--- config.mk ---
export PLATFORM = sky130hd
export DESIGN_NAME = pipeline_controller
export DESIGN_NICKNAME = d
export VERILOG_FILES = /design/src/rtl/pipeline_pkg.sv /design/src/rtl/main_decoder.sv /design/src/rtl/pipeline_controller.sv
export SDC_FILE = /design/constraint.sdc
export NUM_CORES = 1
export LEC_CHECK = 0
export ABC_AREA = 1
export CORE_AREA = 3 3 70 72
export CTS_BUF_LIST = sky130_fd_sc_hd__clkbuf_16
export DETAILED_ROUTE_END_ITERATION = 12
export DIE_AREA = 0 0 73 75
export PLACE_DENSITY = 0.81
export SYNTH_ARGS = -nofsm -noshare
export SYNTH_HDL_FRONTEND = slang
export SYNTH_HIERARCHICAL = 1
export SYNTH_SLANG_ARGS = --single-unit
--- constraint.sdc ---
create_clock -name clock -period 1.7 [get_ports clock]
set_input_delay 0.34 -clock clock [delete_from_list [all_inputs] [get_ports clock]]
set_output_delay 0.34 -clock clock [all_outputs]
set_load 0.01 [all_outputs]
--- src/rtl/pipeline_pkg.sv ---
// Shared definitions for the pipeline controller: opcodes, ALU operation codes,
// PC-select and forwarding encodings, and the decoded control bundle.
package pipeline_pkg;

  localparam logic [5:0] OpRtype = 6'b000000;
  localparam logic [5:0] OpLw    = 6'b100011;
  localparam logic [5:0] OpSw    = 6'b101011;
  localparam logic [5:0] OpBeq   = 6'b000100;
  localparam logic [5:0] OpJ     = 6'b000010;
  localparam logic [5:0] OpAddi  = 6'b001000;
  localparam logic [5:0] OpOri   = 6'b001101;

  localparam logic [3:0] AluFunct = 4'b0000;
  localparam logic [3:0] AluAdd   = 4'b0001;
  localparam logic [3:0] AluSub   = 4'b0010;
  localparam logic [3:0] AluOr    = 4'b0011;

  localparam logic [1:0] PcSeq    = 2'b00;
  localparam logic [1:0] PcBranch = 2'b01;
  localparam logic [1:0] PcJump   = 2'b10;

  localparam logic [1:0] FwdRf  = 2'b00;
  localparam logic [1:0] FwdWb  = 2'b01;
  localparam logic [1:0] FwdMem = 2'b10;

  typedef struct packed {
    logic       reg_dst;
    logic       alu_src;
    logic [3:0] alu_op;
    logic       mem_read;
    logic       mem_write;
    logic       branch;
    logic       mem_to_reg;
    logic       reg_write;
    logic       jump;
    logic       ext_op;
  } ctrl_t;

  localparam int unsigned CtrlW   = $bits(ctrl_t);
  localparam ctrl_t       CtrlNop = '0;

endpackage

--- src/rtl/main_decoder.sv ---
// Purely combinational opcode-to-control-bundle decode; unknown opcodes give a NOP bundle.
module main_decoder
  import pipeline_pkg::*;
(
  input  logic [5:0]       opcode,
  output logic [CtrlW-1:0] ctrl
);

  ctrl_t c;

  always_comb begin
    c = CtrlNop;
    case (opcode)
      OpRtype: begin
        c.reg_dst   = 1'b1;
        c.alu_op    = AluFunct;
        c.reg_write = 1'b1;
      end
      OpLw: begin
        c.alu_src    = 1'b1;
        c.alu_op     = AluAdd;
        c.mem_read   = 1'b1;
        c.mem_to_reg = 1'b1;
        c.reg_write  = 1'b1;
        c.ext_op     = 1'b1;
      end
      OpSw: begin
        c.alu_src   = 1'b1;
        c.alu_op    = AluAdd;
        c.mem_write = 1'b1;
        c.ext_op    = 1'b1;
      end
      OpBeq: begin
        c.alu_op = AluSub;
        c.branch = 1'b1;
        c.ext_op = 1'b1;
      end
      OpJ: begin
        c.jump = 1'b1;
      end
      OpAddi: begin
        c.alu_src   = 1'b1;
        c.alu_op    = AluAdd;
        c.reg_write = 1'b1;
        c.ext_op    = 1'b1;
      end
      OpOri: begin
        c.alu_src   = 1'b1;
        c.alu_op    = AluOr;
        c.reg_write = 1'b1;
      end
      default: ;
    endcase
  end

  assign ctrl = c;

endmodule

--- src/rtl/pipeline_controller.sv ---
// Five-stage pipeline control: stage registers for the control bundle, hazard stall,
// operand forwarding, and branch/jump redirect with flush.
module pipeline_controller
  import pipeline_pkg::*;
#(
  parameter int unsigned REG_ADDR_W = 5,
  parameter int unsigned ALUOP_W    = 4,
  parameter int unsigned FORWARD_EN = 1
) (
  input  logic                  clock,
  input  logic                  reset,
  input  logic [31:0]           instruction,
  input  logic                  alu_zero,
  output logic                  ex_RegDst,
  output logic                  ex_ALUSrc,
  output logic [ALUOP_W-1:0]    ex_ALUOp,
  output logic                  mem_MemWrite,
  output logic                  wb_MemtoReg,
  output logic                  wb_RegWrite,
  output logic                  id_Jump,
  output logic                  id_Ext_op,
  output logic [REG_ADDR_W-1:0] wb_dst,
  output logic                  pc_write,
  output logic                  ifid_write,
  output logic                  ifid_flush,
  output logic [1:0]            pc_src,
  output logic [1:0]            forward_a,
  output logic [1:0]            forward_b,
  output logic                  stall
);

  ctrl_t                 id_ctrl;
  logic [REG_ADDR_W-1:0] id_rs, id_rt, id_rd;
  logic                  id_uses_rt;

  ctrl_t                 ex_ctrl_q, ex_ctrl_d;
  logic [REG_ADDR_W-1:0] ex_rs_q, ex_rs_d, ex_rt_q, ex_rt_d, ex_rd_q, ex_rd_d;
  logic [REG_ADDR_W-1:0] ex_dst;

  logic                  mem_mem_write_q, mem_mem_write_d;
  logic                  mem_mem_to_reg_q, mem_mem_to_reg_d;
  logic                  mem_reg_write_q, mem_reg_write_d;
  logic                  mem_branch_q, mem_branch_d;
  logic                  mem_zero_q, mem_zero_d;
  logic [REG_ADDR_W-1:0] mem_dst_q, mem_dst_d;

  logic                  wb_mem_to_reg_q, wb_mem_to_reg_d;
  logic                  wb_reg_write_q, wb_reg_write_d;
  logic [REG_ADDR_W-1:0] wb_dst_q, wb_dst_d;

  logic load_use, raw_ex, raw_mem, hazard;
  logic branch_taken, flush;
  logic unused_bits;

  main_decoder u_main_decoder (
    .opcode (instruction[31:26]),
    .ctrl   (id_ctrl)
  );

  assign id_rs = REG_ADDR_W'(instruction[25:21]);
  assign id_rt = REG_ADDR_W'(instruction[20:16]);
  assign id_rd = REG_ADDR_W'(instruction[15:11]);
  assign id_uses_rt = (instruction[31:26] == OpRtype) || (instruction[31:26] == OpSw) ||
                      (instruction[31:26] == OpBeq);

  assign ex_dst = ex_ctrl_q.reg_dst ? ex_rd_q : ex_rt_q;

  // Register 0 is hardwired, so it never creates a dependency.
  function automatic logic src_hit(input logic                  we,
                                   input logic [REG_ADDR_W-1:0] dst,
                                   input logic [REG_ADDR_W-1:0] src);
    return we && (dst != '0) && (dst == src);
  endfunction

  always_comb begin
    load_use = src_hit(ex_ctrl_q.mem_read, ex_rt_q, id_rs) ||
               (id_uses_rt && src_hit(ex_ctrl_q.mem_read, ex_rt_q, id_rt));
    raw_ex   = src_hit(ex_ctrl_q.reg_write, ex_dst, id_rs) ||
               (id_uses_rt && src_hit(ex_ctrl_q.reg_write, ex_dst, id_rt));
    raw_mem  = src_hit(mem_reg_write_q, mem_dst_q, id_rs) ||
               (id_uses_rt && src_hit(mem_reg_write_q, mem_dst_q, id_rt));
    hazard   = (FORWARD_EN != 0) ? load_use : (raw_ex || raw_mem);
  end

  // A redirect squashes the stalled instruction, so it overrides the stall.
  assign branch_taken = mem_branch_q & mem_zero_q;
  assign flush        = branch_taken | id_ctrl.jump;
  assign stall        = hazard & ~flush;
  assign pc_write     = ~stall;
  assign ifid_write   = ~stall;
  assign ifid_flush   = flush;

  always_comb begin
    pc_src = PcSeq;
    if (branch_taken) begin
      pc_src = PcBranch;
    end else if (id_ctrl.jump) begin
      pc_src = PcJump;
    end
  end

  always_comb begin
    forward_a = FwdRf;
    forward_b = FwdRf;
    if (FORWARD_EN != 0) begin
      if (src_hit(mem_reg_write_q, mem_dst_q, ex_rs_q)) begin
        forward_a = FwdMem;
      end else if (src_hit(wb_reg_write_q, wb_dst_q, ex_rs_q)) begin
        forward_a = FwdWb;
      end
      if (src_hit(mem_reg_write_q, mem_dst_q, ex_rt_q)) begin
        forward_b = FwdMem;
      end else if (src_hit(wb_reg_write_q, wb_dst_q, ex_rt_q)) begin
        forward_b = FwdWb;
      end
    end
  end

  always_comb begin
    ex_ctrl_d = id_ctrl;
    ex_rs_d   = id_rs;
    ex_rt_d   = id_rt;
    ex_rd_d   = id_rd;
    if (stall || branch_taken) begin
      ex_ctrl_d = CtrlNop;
      ex_rs_d   = '0;
      ex_rt_d   = '0;
      ex_rd_d   = '0;
    end

    mem_mem_write_d  = ex_ctrl_q.mem_write;
    mem_mem_to_reg_d = ex_ctrl_q.mem_to_reg;
    mem_reg_write_d  = ex_ctrl_q.reg_write;
    mem_branch_d     = ex_ctrl_q.branch;
    mem_zero_d       = alu_zero;
    mem_dst_d        = ex_dst;
    if (branch_taken) begin
      mem_mem_write_d  = 1'b0;
      mem_mem_to_reg_d = 1'b0;
      mem_reg_write_d  = 1'b0;
      mem_branch_d     = 1'b0;
      mem_zero_d       = 1'b0;
      mem_dst_d        = '0;
    end

    wb_mem_to_reg_d = mem_mem_to_reg_q;
    wb_reg_write_d  = mem_reg_write_q;
    wb_dst_d        = mem_dst_q;
  end

  always_ff @(posedge clock) begin
    if (reset) begin
      ex_ctrl_q        <= CtrlNop;
      ex_rs_q          <= '0;
      ex_rt_q          <= '0;
      ex_rd_q          <= '0;
      mem_mem_write_q  <= 1'b0;
      mem_mem_to_reg_q <= 1'b0;
      mem_reg_write_q  <= 1'b0;
      mem_branch_q     <= 1'b0;
      mem_zero_q       <= 1'b0;
      mem_dst_q        <= '0;
      wb_mem_to_reg_q  <= 1'b0;
      wb_reg_write_q   <= 1'b0;
      wb_dst_q         <= '0;
    end else begin
      ex_ctrl_q        <= ex_ctrl_d;
      ex_rs_q          <= ex_rs_d;
      ex_rt_q          <= ex_rt_d;
      ex_rd_q          <= ex_rd_d;
      mem_mem_write_q  <= mem_mem_write_d;
      mem_mem_to_reg_q <= mem_mem_to_reg_d;
      mem_reg_write_q  <= mem_reg_write_d;
      mem_branch_q     <= mem_branch_d;
      mem_zero_q       <= mem_zero_d;
      mem_dst_q        <= mem_dst_d;
      wb_mem_to_reg_q  <= wb_mem_to_reg_d;
      wb_reg_write_q   <= wb_reg_write_d;
      wb_dst_q         <= wb_dst_d;
    end
  end

  assign ex_RegDst    = ex_ctrl_q.reg_dst;
  assign ex_ALUSrc    = ex_ctrl_q.alu_src;
  assign ex_ALUOp     = ALUOP_W'(ex_ctrl_q.alu_op);
  assign mem_MemWrite = mem_mem_write_q;
  assign wb_MemtoReg  = wb_mem_to_reg_q;
  assign wb_RegWrite  = wb_reg_write_q;
  assign wb_dst       = wb_dst_q;
  assign id_Jump      = id_ctrl.jump;
  assign id_Ext_op    = id_ctrl.ext_op;

  assign unused_bits = ^{instruction[10:0], ex_ctrl_q.jump, ex_ctrl_q.ext_op};

endmodule

==> results.sh <==
export IMPL_status="complete, but fails checks"
export IMPL_violations="negative setup slack"
export IMPL_grt_max_degree=20
export IMPL_fin_worst_skew_ps=4.920
export IMPL_worst_ep_arrival_time_ps=1570
export IMPL_ys_seq_area_share_pct=42.18
export IMPL_core_rowCount=24
export IMPL_hold_viol_final=0
export IMPL_synth_cell_type_count=26
export IMPL_ctsRootBufferMaster="clkbuf_16"
export IMPL_setup_violations=6
export IMPL_yosys_warnings=6
export IMPL_holdWs_ps=337.5
export IMPL_antenna_found_initial=0
export IMPL_die_w_um=73
export IMPL_syn_area_um2=2041
export IMPL_finalCoreUtilization_pct=72.56
export IMPL_drt_first_pass_iters=4
export IMPL_path_max_fanout=4
export IMPL_clockBufferDepth=2
export IMPL_vias_per_cell=4.605
export IMPL_path_class="flip-flop to primary output"
export IMPL_slowest_stage="dfxtp_4"
export IMPL_dp_final_hpwl_um=3720
export IMPL_clk_latency_ps=290
export IMPL_reg2reg_from="ex_rt_q[0]"
export IMPL_yosys_most_used_dff="dfxtp_1"
export IMPL_rsz0062_at_grt="yes"
export IMPL_required_ps=1360
export IMPL_final_nets=423
export IMPL_drc_errors=0
export IMPL_stdcell_count=441
export IMPL_die_y_um=75
export IMPL_synthCells=290
export IMPL_finalWirelength_um=5367
export IMPL_final_common_cell="nor2_1"
export IMPL_grt_pass1_vias=2028
export IMPL_critPathCaptureType="primary output"
export IMPL_area_delta_synth_final_pct=54.81
export IMPL_clkTransAtPathRegs_ps=60
export IMPL_dpl_worst_slack_ps=-691.7
export IMPL_cts_tree="built"
export IMPL_crit_chain="buf_6 -> xor2_1 -> nor2_1 -> nand3_1 -> o21ai_2 -> nand2_2 -> buf_2"
export IMPL_critPathBufInv=2
export IMPL_worst_r2r_cell_count=10
export IMPL_synth_xor_area_share_pct=8.584
export IMPL_track_usage_pct=20.51
export IMPL_ys_ff_latch=43
export IMPL_regToRegEndpoint="ex_rd_q[4]"
export IMPL_syn_avg_cell_area_um2=7.037
export IMPL_fmax_mhz=523.5
export IMPL_finalInstanceArea_um2=3159
export IMPL_cts_buffers=5
export IMPL_placed_cell_area_um2=2898
export IMPL_dieArea_um2=5475
export IMPL_gp_congestion=0.8954
export IMPL_critPathMaxStageDelay_ps=360
export IMPL_crit_cells=7
export IMPL_routed_via_count=2031
export IMPL_dp_cells=430
export IMPL_synth_compound_area_share_pct=2.698
export IMPL_io_pins=61
export IMPL_tns_ps=-936.7
export IMPL_grt_pass1_wl_um=8549
export IMPL_yosys_mux_area_fraction_pct=0
export IMPL_total_leakage_power_nw=1.567
export IMPL_drtIter0Drc=60
export IMPL_core_area_um2=4354
export IMPL_path_delay_family="simple AND/OR/NAND/NOR gates"
export IMPL_powerDensity_nw_per_um2=758.7
export IMPL_whs_path_depth=3
export IMPL_synth_edff_count=0
export IMPL_cap_viol_max_count=0
export IMPL_start_util_pct=46.87
export IMPL_synth_simple_area_share_pct=29.43
export IMPL_ff2ff_setup_slack_ps=10
export IMPL_portBuffers=49
export IMPL_post_drt_wl_per_cell_um=12.17
export IMPL_fin_crit_ps=1910
export IMPL_slew_viol_final=0
export IMPL_overflow=0
export IMPL_startpoint_type="flip-flop"
export IMPL_worst_slack_ps=-210.3
export IMPL_layout_common_cells="nor2_1 (53), nand2_1 (52), inv_1 (51), buf_4 (49), dfxtp_1 (33)"
export IMPL_ir_drop_mv=0.5968
export IMPL_endpoint="ifid_write"
export IMPL_total_power_mw=2.397
export IMPL_n_antenna_cell=0
export IMPL_ys_async_sr_fraction_pct=0
export IMPL_synth_top_family_by_area="simple AND/OR/NAND/NOR gates"
export IMPL_fin_crit_sh_pct=112.4
export IMPL_synth_adder_area_share_pct=0
export IMPL_cts_max_level=2
export IMPL_startpoint="ex_rt_q[0]"
export IMPL_drive_gt1_share_pct=30.85
export IMPL_cts_sinks=43
export IMPL_ant_nets=0
export IMPL_hp_start="instruction[17]"
export IMPL_hold_class="input port to flip-flop"
## logic make-up (layout without fill, tap and decap cells)
| kind of cell | count (synthesis) | count (layout) |
|---|---|---|
| other cells | 1 | 2 |
| compound gates | 11 | 11 |
| flops | 43 | 43 |
| simple gates | 139 | 139 |
| buf+inv | 76 | 174 |
| xor+xnor | 20 | 20 |
## how the worst min path moves through the flow
stage / to
floorplan: wb_MemtoReg
global placement: wb_MemtoReg
detailed placement: wb_MemtoReg
CTS: wb_MemtoReg
global route: ex_rt_q[1]
finish: ex_rt_q[1]
## power breakdown
group	leakage, nW	internal, mW	switching, mW
Clock	0.0664	0.549	0.408
Sequential	0.357	1.04	0.0294
Combinational	1.14	0.198	0.171
## worst register-to-register path: cells and delay by family (launching register included)
family	cells	cell delay, ps
AOI/OAI and AO/OA	1	90
and+or+nand+nor	5	560
xor gates and xnor gates	1	150
DFF	1	360
buffers and inverters	3	420
## cells in the mapped netlist, types with 2 or more instances
cell type | instances | area [um^2]
nand3_1 | 3 | 15.01
inv_2 | 5 | 18.77
buf_4 | 11 | 82.58
nor2_2 | 7 | 43.79
a21oi_1 | 5 | 25.02
o21ai_1 | 3 | 15.01
nor2_1 | 55 | 206.5
o21ai_0 | 3 | 15.01
clkbuf_2 | 2 | 10.01
xor2_1 | 11 | 96.34
nand2_1 | 54 | 202.7
inv_1 | 53 | 198.9
clkinv_1 | 2 | 7.510
xnor2_1 | 9 | 78.83
nand2_2 | 2 | 12.51
nand4_1 | 8 | 50.05
dfxtp_1 | 43 | 860.8
buf_6 | 2 | 22.52
nor3_1 | 5 | 25.02
## per-layer routing
| layer | global-route usage, % | vias up | share of wire (%) |
|---|---|---|---|
| met4 | 11.27 | 0 | 4.9 |
| met1 | 20.20 | 906 | 37 |
| met5 | 0 | - | 0 |
| met2 | 38.83 | 66 | 53 |
| met3 | 5.340 | 25 | 5.2 |
| li1 | - | 1034 | - |
## cell type report
type	count	area, um^2
well taps	52	65.06
flip-flops and latches	43	880.8
multi-input cells	172	928.4
fillers	332	1195
clock buffers	5	125.1
inverters	60	225.2
clock inverters	3	23.77
repair buffers	106	910.9
## timing repair
item | 4_1_cts | 5_1_grt
setup buffers | 2 | 1
pin swaps | 17 | 11
hold endpoints to repair | 0 | 0
resized for setup | 73 | 25
setup endpoints to repair | 29 | 31
hold buffers | 0 | 0
## state kept, by name, summed over array words and instances (netlist names)
| register | cells |
|---|---|
| wb_RegWrite | 1 |
| mem_MemWrite | 1 |
| ex_rs_q | 5 |
| wb_dst | 5 |
| ex_rt_q | 5 |
| mem_mem_to_reg_q | 1 |
| ex_rd_q | 5 |
| mem_dst_q | 5 |
| mem_zero_q | 1 |
| ex_ALUSrc | 1 |
| mem_branch_q | 1 |
| ex_ALUOp | 4 |
| mem_reg_write_q | 1 |
| ex_ctrl_q | 5 |
| wb_MemtoReg | 1 |
| ex_RegDst | 1 |
Power figures use the tool's default switching activity.
